[config.mk]
export PLATFORM = sky130hd
export DESIGN_NAME = alu_issue_stage
export DESIGN_NICKNAME = d
export VERILOG_FILES = /design/src/rtl/alu_issue_stage_pkg.sv /design/src/rtl/alu_op_decode.sv /design/src/rtl/alu_issue_stage.sv
export SDC_FILE = /design/constraint.sdc
export NUM_CORES = 1
export LEC_CHECK = 0
export CAP_MARGIN = 40
export CORE_MARGIN = 5
export CORE_UTILIZATION = 45
export CTS_BUF_LIST = sky130_fd_sc_hd__clkbuf_4
export CTS_CLUSTER_SIZE = 14
export DETAILED_ROUTE_END_ITERATION = 6
export PLACE_DENSITY_LB_ADDON = 0.12
export RECOVER_POWER = 25
export SLEW_MARGIN = 15
export SYNTH_ARGS = -nofsm -noshare
export SYNTH_HDL_FRONTEND = slang
export SYNTH_HIERARCHICAL = 1
export SYNTH_SLANG_ARGS = --single-unit
[constraint.sdc]
create_clock -name CLK -period 4.4 [get_ports CLK]
set_input_delay 0.88 -clock CLK [delete_from_list [all_inputs] [get_ports CLK]]
set_output_delay 0.88 -clock CLK [all_outputs]
set_load 0.01 [all_outputs]
[src/rtl/alu_issue_stage_pkg.sv]
// rtl/alu_issue_stage_pkg.sv - ALU op codes, RV opcodes and operand selects for the ALU issue stage
package alu_issue_stage_pkg;

    localparam logic [4:0] ALU_AND    = 5'b00000;
    localparam logic [4:0] ALU_OR     = 5'b00001;
    localparam logic [4:0] ALU_ADD    = 5'b00010;
    localparam logic [4:0] ALU_SUB    = 5'b00011;
    localparam logic [4:0] ALU_SLL    = 5'b00100;
    localparam logic [4:0] ALU_SLT    = 5'b00101;
    localparam logic [4:0] ALU_SLTU   = 5'b00110;
    localparam logic [4:0] ALU_XOR    = 5'b00111;
    localparam logic [4:0] ALU_SRL    = 5'b01000;
    localparam logic [4:0] ALU_SRA    = 5'b01001;
    localparam logic [4:0] ALU_MUL    = 5'b01010;
    localparam logic [4:0] ALU_MULH   = 5'b01011;
    localparam logic [4:0] ALU_MULHSU = 5'b01100;
    localparam logic [4:0] ALU_MULHU  = 5'b01101;
    localparam logic [4:0] ALU_DIV    = 5'b01110;
    localparam logic [4:0] ALU_DIVU   = 5'b01111;
    localparam logic [4:0] ALU_REM    = 5'b10000;
    localparam logic [4:0] ALU_REMU   = 5'b10001;

    localparam logic [6:0] OPC_OP    = 7'b0110011;
    localparam logic [6:0] OPC_OPIMM = 7'b0010011;
    localparam logic [6:0] OPC_LUI   = 7'b0110111;
    localparam logic [6:0] OPC_AUIPC = 7'b0010111;
    localparam logic [6:0] OPC_LOAD  = 7'b0000011;
    localparam logic [6:0] OPC_STORE = 7'b0100011;

    localparam logic [6:0] F7_BASE = 7'b0000000;
    localparam logic [6:0] F7_ALT  = 7'b0100000;
    localparam logic [6:0] F7_MEXT = 7'b0000001;

    typedef enum logic [1:0] {SEL1_ZERO, SEL1_RS1, SEL1_PC}  sel1_e;
    typedef enum logic [1:0] {SEL2_ZERO, SEL2_RS2, SEL2_IMM} sel2_e;

    // funct7 = 0 register/immediate forms share this funct3 mapping
    function automatic logic [4:0] base_op(input logic [2:0] funct3);
        case (funct3)
            3'b000:  base_op = ALU_ADD;
            3'b001:  base_op = ALU_SLL;
            3'b010:  base_op = ALU_SLT;
            3'b011:  base_op = ALU_SLTU;
            3'b100:  base_op = ALU_XOR;
            3'b101:  base_op = ALU_SRL;
            3'b110:  base_op = ALU_OR;
            default: base_op = ALU_AND;
        endcase
    endfunction

endpackage

[src/rtl/alu_op_decode.sv]
// rtl/alu_op_decode.sv - opcode/funct to {op, sel1, sel2, illegal}; M extension when ALU_ISSUE_MEXT_EN is defined
module alu_op_decode
    import alu_issue_stage_pkg::*;
(
    input  logic [6:0] opcode,
    input  logic [2:0] funct3,
    input  logic [6:0] funct7,
    output logic [4:0] op,
    output sel1_e      sel1,
    output sel2_e      sel2,
    output logic       illegal
);

    always_comb begin
        op      = ALU_ADD;
        sel1    = SEL1_ZERO;
        sel2    = SEL2_ZERO;
        illegal = 1'b1;
        case (opcode)
            OPC_OP: begin
                if (funct7 == F7_BASE) begin
                    op      = base_op(funct3);
                    illegal = 1'b0;
                end else if (funct7 == F7_ALT && funct3 == 3'b000) begin
                    op      = ALU_SUB;
                    illegal = 1'b0;
                end else if (funct7 == F7_ALT && funct3 == 3'b101) begin
                    op      = ALU_SRA;
                    illegal = 1'b0;
                end
`ifdef ALU_ISSUE_MEXT_EN
                else if (funct7 == F7_MEXT) begin
                    op      = ALU_MUL + {2'b00, funct3};
                    illegal = 1'b0;
                end
`endif
                if (!illegal) begin
                    sel1 = SEL1_RS1;
                    sel2 = SEL2_RS2;
                end
            end
            OPC_OPIMM: begin
                illegal = 1'b0;
                case (funct3)
                    3'b001: begin
                        if (funct7 == F7_BASE) op = ALU_SLL;
                        else                   illegal = 1'b1;
                    end
                    3'b101:  op = funct7[5] ? ALU_SRA : ALU_SRL;
                    default: op = base_op(funct3);
                endcase
                if (!illegal) begin
                    sel1 = SEL1_RS1;
                    sel2 = SEL2_IMM;
                end
            end
            OPC_LUI: begin
                sel2    = SEL2_IMM;
                illegal = 1'b0;
            end
            OPC_AUIPC: begin
                sel1    = SEL1_PC;
                sel2    = SEL2_IMM;
                illegal = 1'b0;
            end
            OPC_LOAD, OPC_STORE: begin
                sel1    = SEL1_RS1;
                sel2    = SEL2_IMM;
                illegal = 1'b0;
            end
            default: begin
            end
        endcase
    end

endmodule

[src/rtl/alu_issue_stage.sv]
// rtl/alu_issue_stage.sv - ID/EX issue register with 2-entry skid buffer; M decode gated by ALU_ISSUE_MEXT_EN
module alu_issue_stage
    import alu_issue_stage_pkg::*;
#(
    parameter int XLEN = 32,
    parameter int OPW  = 5
) (
    input  logic            CLK,
    input  logic            RESET,
    input  logic            FLUSH,
    input  logic            IN_VALID,
    output logic            IN_READY,
    input  logic [6:0]      OPCODE,
    input  logic [2:0]      FUNCT3,
    input  logic [6:0]      FUNCT7,
    input  logic [XLEN-1:0] PC,
    input  logic [XLEN-1:0] RS1_DATA,
    input  logic [XLEN-1:0] RS2_DATA,
    input  logic [XLEN-1:0] IMM,
    output logic            OUT_VALID,
    input  logic            OUT_READY,
    output logic [XLEN-1:0] DATA1,
    output logic [XLEN-1:0] DATA2,
    output logic [OPW-1:0]  ALU_OPERATION,
    output logic            ILLEGAL
);

    logic [OPW-1:0]  dec_op;
    sel1_e           dec_sel1;
    sel2_e           dec_sel2;
    logic            dec_illegal;
    logic [XLEN-1:0] new_d1, new_d2;

    logic            main_v, skid_v;
    logic [XLEN-1:0] main_d1, main_d2, skid_d1, skid_d2;
    logic [OPW-1:0]  main_op, skid_op;
    logic            main_ill, skid_ill;
    logic            accept, drain;

    alu_op_decode u_decode (
        .opcode  (OPCODE),
        .funct3  (FUNCT3),
        .funct7  (FUNCT7),
        .op      (dec_op),
        .sel1    (dec_sel1),
        .sel2    (dec_sel2),
        .illegal (dec_illegal)
    );

    always_comb begin
        case (dec_sel1)
            SEL1_RS1: new_d1 = RS1_DATA;
            SEL1_PC:  new_d1 = PC;
            default:  new_d1 = '0;
        endcase
        case (dec_sel2)
            SEL2_RS2: new_d2 = RS2_DATA;
            SEL2_IMM: new_d2 = IMM;
            default:  new_d2 = '0;
        endcase
    end

    // Skid occupancy alone throttles the producer, so IN_READY is a pure flop output
    assign IN_READY = ~skid_v;
    assign accept   = IN_VALID & IN_READY;
    assign drain    = main_v & OUT_READY;

    always_ff @(posedge CLK) begin
        if (RESET) begin
            main_v   <= 1'b0;
            skid_v   <= 1'b0;
            main_d1  <= '0;
            main_d2  <= '0;
            main_op  <= '0;
            main_ill <= 1'b0;
            skid_d1  <= '0;
            skid_d2  <= '0;
            skid_op  <= '0;
            skid_ill <= 1'b0;
        end else if (FLUSH) begin
            main_v <= 1'b0;
            skid_v <= 1'b0;
        end else if (skid_v) begin
            if (drain) begin
                main_d1  <= skid_d1;
                main_d2  <= skid_d2;
                main_op  <= skid_op;
                main_ill <= skid_ill;
                skid_v   <= 1'b0;
            end
        end else if (accept) begin
            if (!main_v || drain) begin
                main_d1  <= new_d1;
                main_d2  <= new_d2;
                main_op  <= dec_op;
                main_ill <= dec_illegal;
                main_v   <= 1'b1;
            end else begin
                skid_d1  <= new_d1;
                skid_d2  <= new_d2;
                skid_op  <= dec_op;
                skid_ill <= dec_illegal;
                skid_v   <= 1'b1;
            end
        end else if (drain) begin
            main_v <= 1'b0;
        end
    end

    assign OUT_VALID     = main_v;
    assign DATA1         = main_d1;
    assign DATA2         = main_d2;
    assign ALU_OPERATION = main_op;
    assign ILLEGAL       = main_ill;

endmodule

==> flow_metrics.tcl, run 1 <==
set metrics [dict create \
    status "finished, violations left" \
    violations "capacitance limit, slew limit" \
    drive_above_1_share_pct 13.8 \
    root_buffer "clkbuf_4" \
    synth.distinct_cells 45 \
    syn_area_per_cell_um2 9.05 \
    clock_sinks 142 \
    numCtsBuffers 17 \
    crit_family "buffers and inverters" \
    clk_latency_ps 540 \
    grt_pass1_wl_um 37500 \
    syn_nets 1000 \
    seq_area_frac_synth_pct 37.1 \
    grtUsageTotal_pct 22.7 \
    synth-seq-cells 142 \
    hold_class "reg2reg" \
    worst_slack_ps 1080 \
    relSlewSlack_pct -19.4 \
    path_cells "clkbuf_1 > clkbuf_1 > clkbuf_2 > o21ai_0 > a21oi_1" \
    cts_resized 0 \
    crit_slowest_cell "clkbuf_1" \
    fin_crit_ps 3320 \
    finalMaxSlewViolations 116 \
    dieArea_um2 19700 \
    gr-total-overflow 0 \
    cellLeakagePower_nw 3.08 \
    vias 7460 \
    min_period_over_period_pct 75.5 \
    wirelength_um 23600 \
    grt_max_degree 71 \
    clock_skew_ps 21.0 \
    start_util_pct 46.0 \
    synth_ff_type "dfxtp_1" \
    h-tree-depth 4 \
    io_pins 222 \
    finalHoldViolCount 0 \
    synth_top_cell_area_share_pct 37.1 \
    crit_type "in2reg" \
    rsz0062_at_grt "no" \
    clk_pin_slew_ps 120 \
    path_common_cell "clkbuf_1" \
    startpoint_type "input pin" \
    whs_ps 481 \
    clock_path_buffers 2 \
    drc_errors 0 \
    tightest_slew_ps 1790 \
    dr.first_iter.drc_count 549 \
    drt-pass1-iter-count 5 \
    final.setup.tns_ps 0 \
    register_area_um2 2850 \
    via_per_inst 6.09 \
    synth.area.top_cells "dfxtp_1 (37%), a211oi_2 (11%), a22oi_1 (6.4%), a31oi_1 (5.8%), a21oi_1 (4.9%)" \
    synth_top_cell_by_area "dfxtp_1" \
    antenna_found_initial 1 \
    worstPathMaxFanout 62 \
    multiInputGateArea_um2 4270 \
    place_ws_ps 588 \
    row_count 47 \
    arrival_ps 3790 \
    fin_cells 1225 \
    crit_required_ps 4860 \
    fin_nets 1146 \
    final-setup-viol-count 0 \
    crit_buf_inv 3 \
    async_reset_ff_share_pct 0 \
    dp_hpwl_um 14500 \
    place_inst 1193 \
    crit_start "FLUSH" \
    syn_inst 846 \
    dieWidth_um 140 \
    powerDensity_nw_per_um2 256 \
    reg2reg_from "skid_v" \
    timing.fmax_ghz 0.301 \
    maxCapViolCount 2 \
    die_height_um 140 \
    critPathMaxStageDelay_ps 1310 \
    synthToLayoutAreaGrowth_pct 31.7 \
    post_drt_wl_per_cell_um 19.3 \
    nFillCells 1503 \
    synth_edf_count 0 \
    peakVddDrop_mv 0.161 \
    core_area_um2 16600 \
    synthTopCellsByCount "dfxtp_1 (142), clkbuf_1 (92), a21oi_1 (75)" \
    portBuffers 221 \
    cts_setup_buffers 0 \
    netlist_area_um2 7660 \
    antenna_left 0 \
    min-delay-start "skid_d1[15]" \
    gp_congestion 0.739 \
    first_global_vias 6929 \
    cts_hold_buf 0 \
    yosysWarnings 6 \
    cts_tree "built" \
    end_kind "flop" \
    synthMostInstantiatedCell "dfxtp_1" \
]
[kinds of logic (layout without fill, tap and decap cells)]
logic type / Yosys count / in the layout / synth area share [%]
AOI/OAI and AO/OA: 427 / 427 / 41.7
xor gates and xnor gates: 1 / 1 / 0.114
adders and majority gates: 4 / 4 / 0.654
buffers and inverters: 127 / 285 / 7.44
DFF: 142 / 142 / 37.1
muxes: 8 / 8 / 1.11
other: 1 / 2 / 0.0490
and+or+nand+nor: 136 / 136 / 11.8
[layer usage]
metal | routed length [um] | up-vias | GRT usage (%)
met2 | 11000 | 244 | 35.4
met4 | 239 | 0 | 5.05
li1 | - | 3623 | -
met1 | 10600 | 3576 | 31.5
met3 | 1830 | 17 | 6.10
met5 | 0 | - | 0
[worst min-delay path: stages, from the launching register on]
cell and delay [ps]:
dfxtp_1 330, o21ai_0 60, a21oi_1 60
[flip-flops by register name, summed over array words and instances (netlist names)]
signal and count:
ALU_OPERATION 5, DATA1 32, DATA2 32, ILLEGAL 1, OUT_VALID 1, skid_d1 32, skid_d2 32, skid_ill 1
skid_op 5, skid_v 1
[through the flow]
stage / area, um2 / total power [mW] / util [%]
finish: 10100 / 2.58 / 60.6
global route: 10100 / 2.69 / 60.6
CTS: 10100 / 2.61 / 60.7
detailed placement: 9880 / 1.87 / 59.3
global placement: 9830 / 1.87 / 59.1
floorplan: 7660 / 1.60 / -
[cells in the final DEF (no fill, tap or decap), types with 6 or more instances in the layout]
master and n:
nand3_1 7, clkbuf_4 17, or4_1 33, a211oi_2 70, o21ai_0 58, dfxtp_1 141
o21ai_1 15, a21oi_1 75, dlygate4sd3_1 44, clkinv_2 9, o31a_1 33, a22o_1 31
buf_4 18, inv_1 8, a31oi_1 71, clkdlybuf4s50_1 175, mux2i_1 7, nand2_1 40
nand4b_1 32, nor2_1 6, a22oi_1 65
[worst paths after layout]
check,end,slack [ps],cells after the start
worst min register to register,skid_d1[15],480,2
worst max register to register,DATA1[10],1510,4
worst min-delay path,skid_d1[15],480,2
worst max-delay path,skid_d1[27],1080,5
[cell type report]
cell class / instances / area share, %
sequential: 142 / 28.2
timing repair buffer: 245 / 24.0
antenna: 1 / 0.0248
multi-input combinational: 577 / 42.3
inverter: 9 / 0.347
clock buffer: 17 / 1.27
tap: 220 / 2.73
clock inverter: 14 / 1.03
[where the power goes]
group / total [mW] / internal (mW) / switching (mW)
Sequential: 1.35 / 1.33 / 0.0249
Clock: 0.744 / 0.265 / 0.479
Combinational: 0.483 / 0.251 / 0.233
Total: 2.58 / 1.84 / 0.736
Power figures use the tool's default switching activity.
==> run 2: changes to the inputs <==
- clock period: 4.4 -> 2.8 ns (I/O delays scaled with it)
==> flow_metrics.tcl, run 2 (same netlist as run 1, synthesis figures left out) <==
set metrics [dict create \
    status "finished clean" \
    antenna_left 0 \
    io_pins 222 \
    whs_path_depth 2 \
    top_layer "met4" \
    synthToLayoutAreaGrowth_pct 36.5 \
    tightest_slew_ps 1240 \
    final_cell_mix "clkdlybuf4s50_1 (178), dfxtp_1 (141), a21oi_1 (75)" \
    drive_above_1_share_pct 16.0 \
    powerDensity_nw_per_um2 409 \
    h-tree-depth 4 \
    clk_pin_slew_ps 120 \
    crit_required_ps 3200 \
    peakVddDrop_mv 0.252 \
    antenna_found_initial 1 \
    dr.first_iter.drc_count 620 \
    rrSetupSlack_ps 390 \
    hold_class "reg2reg" \
    multiInputGateArea_um2 4260 \
    clock_path_buffers 2 \
    gr-total-overflow 0 \
    clock_skew_ps 17.3 \
    r2r_end "DATA2[6]" \
    row_count 47 \
    nFillCells 1469 \
    maxCapViolCount 0 \
    crit_end "DATA2[6]" \
    relSlewSlack_pct 17.3 \
    worst_slack_ps 105 \
    worstPathMaxFanout 25 \
    clk_latency_ps 550 \
    fin_cells 1255 \
    drc_errors 0 \
    wirelength_um 24200 \
    dp_hpwl_um 15700 \
    root_buffer "clkbuf_4" \
    crit_type "in2reg" \
    place_inst 1222 \
    min_period_over_period_pct 96.2 \
    end_kind "flop" \
    register_area_um2 2850 \
    crit_slowest_cell "nand2b_1" \
    grt_max_degree 85 \
    first_global_vias 7474 \
    cts_tree "built" \
    dieWidth_um 140 \
    rsz0062_at_grt "no" \
    clock_sinks 142 \
    grt_pass1_wl_um 38700 \
    crit_start "OUT_READY" \
    wl_met1_um 10400 \
    fin_nets 1176 \
    grtUsageTotal_pct 23.4 \
    drt-pass1-iter-count 7 \
    via_per_inst 6.10 \
    fin_crit_ps 2690 \
    finalMaxSlewViolations 0 \
    start_util_pct 46.0 \
    arrival_ps 3100 \
    critPathMaxStageDelay_ps 970 \
    core_area_um2 16600 \
    reg2reg_from "OUT_VALID" \
    final-setup-viol-count 0 \
    layout_commonest_cell "clkdlybuf4s50_1" \
    route.met2.wl_um 11400 \
    post_drt_wl_per_cell_um 19.2 \
    wl_met3_um 2050 \
    vias 7654 \
    dieArea_um2 19700 \
    reg2regPathDepth 4 \
    gp_congestion 0.780 \
    cellLeakagePower_nw 3.28 \
    path_cells "dlygate4sd3_1 > nand2b_1 > and3_1 > clkbuf_4 > a211oi_2" \
    startpoint_type "input pin" \
    numCtsBuffers 17 \
    finalHoldViolCount 0 \
    die_height_um 140 \
    place_ws_ps -421 \
    timing.fmax_ghz 0.371 \
    portBuffers 221 \
]
==> run 2: critical path, delay by kind of cell <==
kind                   cells  cell delay (ps)
AO/OA/AOI/OAI              1              110
buffers and inverters      2             1000
AND/OR/NAND/NOR            2             1420
==> run 2: through the flow <==
stage / setup TNS [ps] / hold slack (ps) / cell area, um2 / total power [mW] / utilization (%)
after global placement: -30820 / 457 / 10200 / 2.97 / 61.3
final: 0 / 480 / 10500 / 4.27 / 62.8
after CTS: 0 / 482 / 10500 / 4.32 / 63.0
after global routing: 0 / 501 / 10500 / 4.46 / 62.8
after floorplan: 0 / 450 / 7660 / 2.52 / -
after detailed placement: -33740 / 466 / 10200 / 2.98 / 61.3
==> run 2: layout make-up <==
| class | instances | area share (%) |
|---|---|---|
| flip-flops and latches | 142 | 27.2 |
| inverters | 9 | 0.335 |
| clock buffers | 17 | 1.22 |
| well taps | 220 | 2.63 |
| clock inverters | 14 | 1.44 |
| multi-input cells | 577 | 40.7 |
| diodes | 1 | 0.0239 |
| repair buffers | 275 | 26.4 |
==> run 2: timing repair <==
action	in CTS	in global routing
hold endpoints to repair	0	0
setup buffers	0	1
gates resized for setup	0	1
setup endpoints to repair	0	2
hold buffers	0	0
==> run 2: worst min path at each step <==
stage	endpoint	start	slack, ps
after floorplan	skid_d1[12]	skid_d1[12]	450
after global placement	skid_d1[20]	skid_d1[20]	460
after detailed placement	skid_op[3]	skid_op[3]	470
after CTS	skid_op[3]	skid_op[3]	480
after global routing	skid_d1[25]	skid_d1[25]	500
final	skid_ill	skid_ill	480
==> run 2: power by group <==
part | switching [mW] | internal [mW]
clock network | 0.758 | 0.598
registers | 0.0392 | 2.08
logic | 0.372 | 0.421
total | 1.17 | 3.10
==> run 2: routing by layer <==
metal / GRT usage, % / up-vias
met5: 0 / -
met4: 5.76 / 0
met3: 6.58 / 22
met2: 38.3 / 299
met1: 30.7 / 3655
li1: - / 3678
==> run 3: changes to the inputs <==
- CAP_MARGIN: 40 -> not set
==> results of run 3 <==
No change in the layout: final DEF, timing and power equal those of run 2.
